### config.mk
export PLATFORM = sky130hd
export DESIGN_NAME = pipelined_adder_flat
export DESIGN_NICKNAME = d
export VERILOG_FILES = /design/src/rtl/pipelined_adder_if.sv /design/src/rtl/pipelined_adder.sv /design/src/flat_wrapper.sv
export SDC_FILE = /design/constraint.sdc
export NUM_CORES = 1
export LEC_CHECK = 0
export BUFFER_PORTS_ARGS = -buffer_cell sky130_fd_sc_hd__buf_4
export CORE_UTILIZATION = 40
export CTS_CLUSTER_DIAMETER = 60
export CTS_CLUSTER_SIZE = 8
export DETAILED_ROUTE_END_ITERATION = 16
export SYNTH_ARGS = -nofsm -noshare
export SYNTH_HDL_FRONTEND = slang
export SYNTH_SLANG_ARGS = --single-unit
### constraint.sdc
create_clock -name clk -period 12.15 [get_ports clk]
set_input_delay 1.215 -clock clk [delete_from_list [all_inputs] [get_ports clk]]
set_output_delay 1.215 -clock clk [all_outputs]
set_load 0.05 [all_outputs]
### src/rtl/pipelined_adder_if.sv
// Operand/result handshake bundle for pipelined_adder.
// Optional port sub exists only when PIPELINED_ADDER_SUB_EN is defined.
interface pipelined_adder_if #(
  parameter int unsigned WIDTH = 24
);
  logic             in_valid;
  logic             in_ready;
  logic [WIDTH-1:0] a;
  logic [WIDTH-1:0] b;
  logic             cin;
`ifdef PIPELINED_ADDER_SUB_EN
  logic             sub;
`endif
  logic             out_valid;
  logic             out_ready;
  logic [WIDTH-1:0] sum;
  logic             cout;
  logic             ovf;

  modport master (
    output in_valid, a, b, cin,
`ifdef PIPELINED_ADDER_SUB_EN
    output sub,
`endif
    output out_ready,
    input  in_ready, out_valid, sum, cout, ovf
  );

  modport slave (
    input  in_valid, a, b, cin,
`ifdef PIPELINED_ADDER_SUB_EN
    input  sub,
`endif
    input  out_ready,
    output in_ready, out_valid, sum, cout, ovf
  );
endinterface

### src/rtl/pipelined_adder.sv
// Carry-pipelined adder: stage k adds slice k with the carry registered by stage k-1.
// Define PIPELINED_ADDER_SUB_EN to add the sub port (a - b, cin ignored).
module pipelined_adder #(
  parameter int unsigned WIDTH  = 24,
  parameter int unsigned STAGES = 4
) (
  input  logic             clk,
  input  logic             rst,
  pipelined_adder_if.slave bus_io
);
  localparam int unsigned CW  = WIDTH / STAGES;
  localparam int unsigned MSB = WIDTH - 1;

  logic [STAGES-1:0]            valid_q, valid_d;
  logic [STAGES-1:0]            carry_q, carry_d;
  logic [STAGES-1:0][WIDTH-1:0] a_q, a_d, b_q, b_d, s_q, s_d;
  logic                         ovf_q, ovf_d;
  logic                         advance;

  logic [STAGES-1:0][WIDTH-1:0] a_in, b_in, s_in;
  logic [STAGES-1:0]            c_in, v_in;
  logic [STAGES-1:0][CW:0]      slice;
  logic [WIDTH-1:0]             b_eff;
  logic                         cin_eff;

  // Subtraction is folded into the operands at entry so it travels with them.
`ifdef PIPELINED_ADDER_SUB_EN
  assign b_eff   = bus_io.sub ? ~bus_io.b : bus_io.b;
  assign cin_eff = bus_io.sub | bus_io.cin;
`else
  assign b_eff   = bus_io.b;
  assign cin_eff = bus_io.cin;
`endif

  assign advance = !valid_q[STAGES-1] || bus_io.out_ready;

  always_comb begin
    a_in    = '0;
    b_in    = '0;
    s_in    = '0;
    c_in    = '0;
    v_in    = '0;
    slice   = '0;
    a_d     = '0;
    b_d     = '0;
    s_d     = '0;
    carry_d = '0;
    valid_d = '0;
    a_in[0] = bus_io.a;
    b_in[0] = b_eff;
    c_in[0] = cin_eff;
    v_in[0] = bus_io.in_valid;
    for (int k = 1; k < STAGES; k++) begin
      a_in[k] = a_q[k-1];
      b_in[k] = b_q[k-1];
      s_in[k] = s_q[k-1];
      c_in[k] = carry_q[k-1];
      v_in[k] = valid_q[k-1];
    end
    for (int k = 0; k < STAGES; k++) begin
      slice[k] = {1'b0, a_in[k][k*CW +: CW]} + {1'b0, b_in[k][k*CW +: CW]}
               + (CW+1)'(c_in[k]);
      a_d[k]                = a_in[k];
      b_d[k]                = b_in[k];
      s_d[k]                = s_in[k];
      s_d[k][k*CW +: CW]    = slice[k][CW-1:0];
      carry_d[k]            = slice[k][CW];
      valid_d[k]            = v_in[k];
    end
    // Carry into the MSB is recovered from the MSB's own sum bit.
    ovf_d = carry_d[STAGES-1] ^ a_in[STAGES-1][MSB] ^ b_in[STAGES-1][MSB]
          ^ s_d[STAGES-1][MSB];
  end

  always_ff @(posedge clk or posedge rst) begin
    if (rst) begin
      valid_q <= '0;
      carry_q <= '0;
      a_q     <= '0;
      b_q     <= '0;
      s_q     <= '0;
      ovf_q   <= 1'b0;
    end else if (advance) begin
      valid_q <= valid_d;
      carry_q <= carry_d;
      a_q     <= a_d;
      b_q     <= b_d;
      s_q     <= s_d;
      ovf_q   <= ovf_d;
    end
  end

  assign bus_io.in_ready  = advance;
  assign bus_io.out_valid = valid_q[STAGES-1];
  assign bus_io.sum       = s_q[STAGES-1];
  assign bus_io.cout      = carry_q[STAGES-1];
  assign bus_io.ovf       = ovf_q;
endmodule

### src/flat_wrapper.sv
// flat-port wrapper written by rule: the top's interface ports become plain ports
module pipelined_adder_flat 
#(
  parameter int unsigned WIDTH  = 24,
  parameter int unsigned STAGES = 4
)
  (clk, rst, bus_io_in_valid, bus_io_a, bus_io_b, bus_io_cin, bus_io_out_ready, bus_io_in_ready, bus_io_out_valid, bus_io_sum, bus_io_cout, bus_io_ovf);
  pipelined_adder_if #(.WIDTH(WIDTH)) bus_io_i ();
  input  logic clk;
  input  logic rst;
  input wire logic [$bits(bus_io_i.in_valid)-1:0] bus_io_in_valid;
  input wire logic [$bits(bus_io_i.a)-1:0] bus_io_a;
  input wire logic [$bits(bus_io_i.b)-1:0] bus_io_b;
  input wire logic [$bits(bus_io_i.cin)-1:0] bus_io_cin;
  input wire logic [$bits(bus_io_i.out_ready)-1:0] bus_io_out_ready;
  output wire logic [$bits(bus_io_i.in_ready)-1:0] bus_io_in_ready;
  output wire logic [$bits(bus_io_i.out_valid)-1:0] bus_io_out_valid;
  output wire logic [$bits(bus_io_i.sum)-1:0] bus_io_sum;
  output wire logic [$bits(bus_io_i.cout)-1:0] bus_io_cout;
  output wire logic [$bits(bus_io_i.ovf)-1:0] bus_io_ovf;
  assign bus_io_i.in_valid = bus_io_in_valid;
  assign bus_io_i.a = bus_io_a;
  assign bus_io_i.b = bus_io_b;
  assign bus_io_i.cin = bus_io_cin;
  assign bus_io_i.out_ready = bus_io_out_ready;
  assign bus_io_in_ready = bus_io_i.in_ready;
  assign bus_io_out_valid = bus_io_i.out_valid;
  assign bus_io_sum = bus_io_i.sum;
  assign bus_io_cout = bus_io_i.cout;
  assign bus_io_ovf = bus_io_i.ovf;
  pipelined_adder #(.WIDTH(WIDTH), .STAGES(STAGES)) u_core (.clk(clk), .rst(rst), .bus_io(bus_io_i));
endmodule
Word-level counts from Yosys, hierarchy flattened
Index checks and enable logic that the tools add are counted.
{"block": "word_totals", "word_cells": 26, "ff_bits": 213, "output_inout_bits": 28, "input_bits": 53}
{"block": "op_classes", "bitwise": 3, "addsub": 8, "n_reduce_logical": 2}
{"operator": "6-bit by 6-bit adder with 7-bit output", "n": 4}
{"operator": "7-bit by 1-bit adder with 7-bit output", "n": 4}
{"operator": "1-bit XOR", "n": 3}
{"operator": "1-bit zero test", "n": 1}
{"operator": "1-bit logical OR", "n": 1}

Depth between registers and ports, before layout
{"block": "depth", "ltp_word": 5, "ltp_mapped": 8, "ltp_nobuf": 8}

Worst setup path before layout
Ideal clock, no wire load.
{"block": "synth_timing", "path_type": "input to output", "start": "input bus_io_out_ready", "end": "output bus_io_in_ready", "t_arrival_ps": 2235, "path_slack_ps": 8700, "required_ps": 10935, "stages": 5, "n_path_buf": 3, "path_cell_list": "nor2b_1 -> clkbuf_1 -> inv_2 -> buf_2 -> buf_1"}
{"block": "synth_via", "elab_chain_cells": 1}
{"item": "from (decl)", "line": "flat_wrapper.sv:15", "rtl": "input wire logic [$bits(bus_io_i.out_ready)-1:0] bus_io_out_ready;"}
{"item": "1-bit logical OR", "line": "pipelined_adder.sv:35", "rtl": "assign advance = !valid_q[STAGES-1] || bus_io.out_ready;"}
{"item": "to (decl)", "line": "flat_wrapper.sv:16", "rtl": "output wire logic [$bits(bus_io_i.in_ready)-1:0] bus_io_in_ready;"}
No other way between the ends.

Worst setup path in the final report
Same ends and word-level chain as after synthesis.

==> impl_metrics.ini <==
[placement]
hpwlAfterDp_um = 8070
place.gp.congestion = 0.751
port_buffers = 80
place_ws_ns = 8.25
dp.cells = 929

[timing]
fin_ws_ns = 8.30
max_freq_mhz = 260
worst_slew_pin_slew_ns = 1.07
finalSetupTns_ns = 0
clock_skew_ns = 0.0124
slew_headroom_pct = 28.8
fin_crit_ns = 3.85
rsz0062_at_grt = false
setup_violations = 0
period_share_pct = 31.7
hold_viol = 0
maxSlewViolCount = 0

[route]
ant_nets = 0
firstDrtPassIters = 4
drc_errors = 0
dr_total_vias = 4574
wire_per_inst_um = 12.7
drt-total-wl_um = 12200
vias_per_cell = 4.76
drt-initial-drc-count = 353

[synthesis]
yosysUniqueCellTypes = 37
synth.yosys.warnings = 0
yosysSeqAreaShare_pct = 57.2
synth_edf_count = 0
ys_ff_latch = 141
syn_avg_cell_area_um2 = 8.93
ys.flop_type = dfrtp_1
synthCells = 691
netlist_area_um2 = 6170
syn_nets = 772
yosysTopAreaCell = dfrtp_1
yosysTopAreaCellShare_pct = 57.2
synthArstFlopShare_pct = 100
netlist_top_cells_area = dfrtp_1 (57%), nand2_1 (22%), ha_1 (4.1%)

[cts]
clockBufferDepth = 2
cts_buffers = 17
cts_resized = 0
cts_tree = yes
clock-sinks = 141
cts.htree.levels = 4
path_clk_slew_ns = 0.05
post-cts-setup-buffer-count = 0
root_buffer = clkbuf_16
clock_latency_ns = 0.42
cts_hold_buf = 0

[pwr]
vdd_drop_max_mv = 0.131
leakagePower_nw = 3.98
power.total_mw = 2.15
powerDensity_nw_per_um2 = 287

[layout]
fillers = 1465
nNetsFinal = 841
insertedDiodeCount = 0
fin_cells = 961
syn_to_final_growth_pct = 21.4
drive_above_1_share_pct = 15.4

[grt]
grt_pass1_vias = 4571
grt_first_pass_wirelength_um = 21000
grt_use_total_pct = 16.7
globalRouteOverflowTotal = 0
antenna_found_initial = 0
grt_max_degree = 108

[floorplanning]
dieWidth_um = 126
die_area_um2 = 15900
rows = 45
io_pins = 81
core_region_area_um2 = 15100
initial_core_util_pct = 40.8
die_h_um = 126

[worst_hold_path]
hp-class = reg2reg

[critical_path]
crit_type = in2out
startpoint_type = primary input
critPathRequiredTime_ns = 10.93
worstPathArrival_ns = 2.63
end_kind = output port
crit_fanout = 45

[job]
cap_violations = 0

[status]
outcome = finished, final reports clean
-- critical path, cell delays in order --
cell and delay (ns):
buf_4 0.12, nor2b_4 0.61, inv_4 0.36, buf_4 0.31
-- stage by stage --
stage	hold WS, ns	area, µm²	utilization [%]
6_report	0.463	7490	49.5
5_1_grt	0.480	7490	49.5
4_1_cts	0.468	7490	49.5
3_5_place_dp	0.456	6910	45.7
3_3_place_gp	0.449	6910	45.7
2_1_floorplan	0.430	6170	-
-- synth_stat cells, drive strengths merged, types with 2 or more instances --
cell,count
clkbuf,25
fa,8
o31ai,5
nor2b,4
xnor2,4
buf,8
xor2,3
o311ai,3
a2111o,3
a21oi,22
inv,25
nand2,355
ha,20
a21o,5
and3,6
nor2,18
a211oi,4
dfrtp,141
a31oi,2
o21ai,21
-- final timing paths --
check                                                  start                                end  slack [ns]  depth (start not counted)
max in group asynchronous                                rst         u_core.a_d[36]$_DFFE_PP0P_        9.90                          3
setup / recovery                            bus_io_out_ready                    bus_io_in_ready        8.30                          4
hold reg to reg            u_core.bus_io.sum[23]$_DFFE_PP0P_  u_core.bus_io.sum[23]$_DFFE_PP0P_        0.46                          2
hold / removal             u_core.bus_io.sum[23]$_DFFE_PP0P_  u_core.bus_io.sum[23]$_DFFE_PP0P_        0.46                          2
setup reg to reg               u_core.valid_q[3]$_DFFE_PP0P_         u_core.s_d[89]$_DFFE_PP0P_        9.45                          6
min in group asynchronous                                rst      u_core.carry_q[3]$_DFFE_PP0P_        0.87                          2
-- final cells by class --
cell class	count	area, µm²	share of cell area [%]
flip-flops and latches	141	3530	47.1
multi-input cells	492	2430	32.4
repair buffers	83	623	8.31
clock buffers	25	495	6.61
well taps	188	235	3.14
inverters	25	101	1.35
clock inverters	7	85.1	1.14
-- flip-flops by register name, summed over array words and instances, names as in the netlist --
name / cells
u_core.a_d: 36
u_core.b_d: 36
u_core.bus_io.ovf: 1
u_core.bus_io.sum: 24
u_core.carry_q: 4
u_core.s_d: 36
u_core.valid_q: 4
-- layer usage --
layer / track usage (%) / part of all wire, %
met5: 0 / 0
met3: 4.50 / 3.5
met4: 6.80 / 0.91
met2: 28.6 / 51
met1: 20.1 / 44
-- cells by family (layout without fill, tap and decap cells) --
family                   Yosys count  in the layout  share of synthesized area (%)
XOR/XNOR                           7              7                          0.993
adder cells (fa/ha/maj)           28             28                           6.65
buffers and inverters             58            140                           3.67
AO/OA/AOI/OAI                     70             70                           7.36
flip-flops                       141            141                           57.2
AND/OR/NAND/NOR                  387            387                           24.2
-- power breakdown --
group          internal (mW)  switching [mW]
combinational          0.309           0.539
clock                  0.322           0.184
sequential             0.676           0.121
total                   1.31           0.844
-- cell usage in the layout, fill, tap and decap left out, types with 4 or more instances in the layout --
master	synthesis	layout
clkbuf_1	25	4
and3_1	6	6
o21ai_1	15	15
clkbuf_16	0	17
buf_4	1	83
a21o_1	4	4
clkbuf_8	0	4
o21ai_0	6	6
ha_1	20	20
a21oi_1	21	21
nand2_1	355	355
xnor2_1	4	4
fa_1	8	8
dfrtp_1	141	141
nor2_1	18	18
inv_1	24	23
o31ai_1	4	4
clkinv_2	0	5
(Power assumes the default switching activity.)
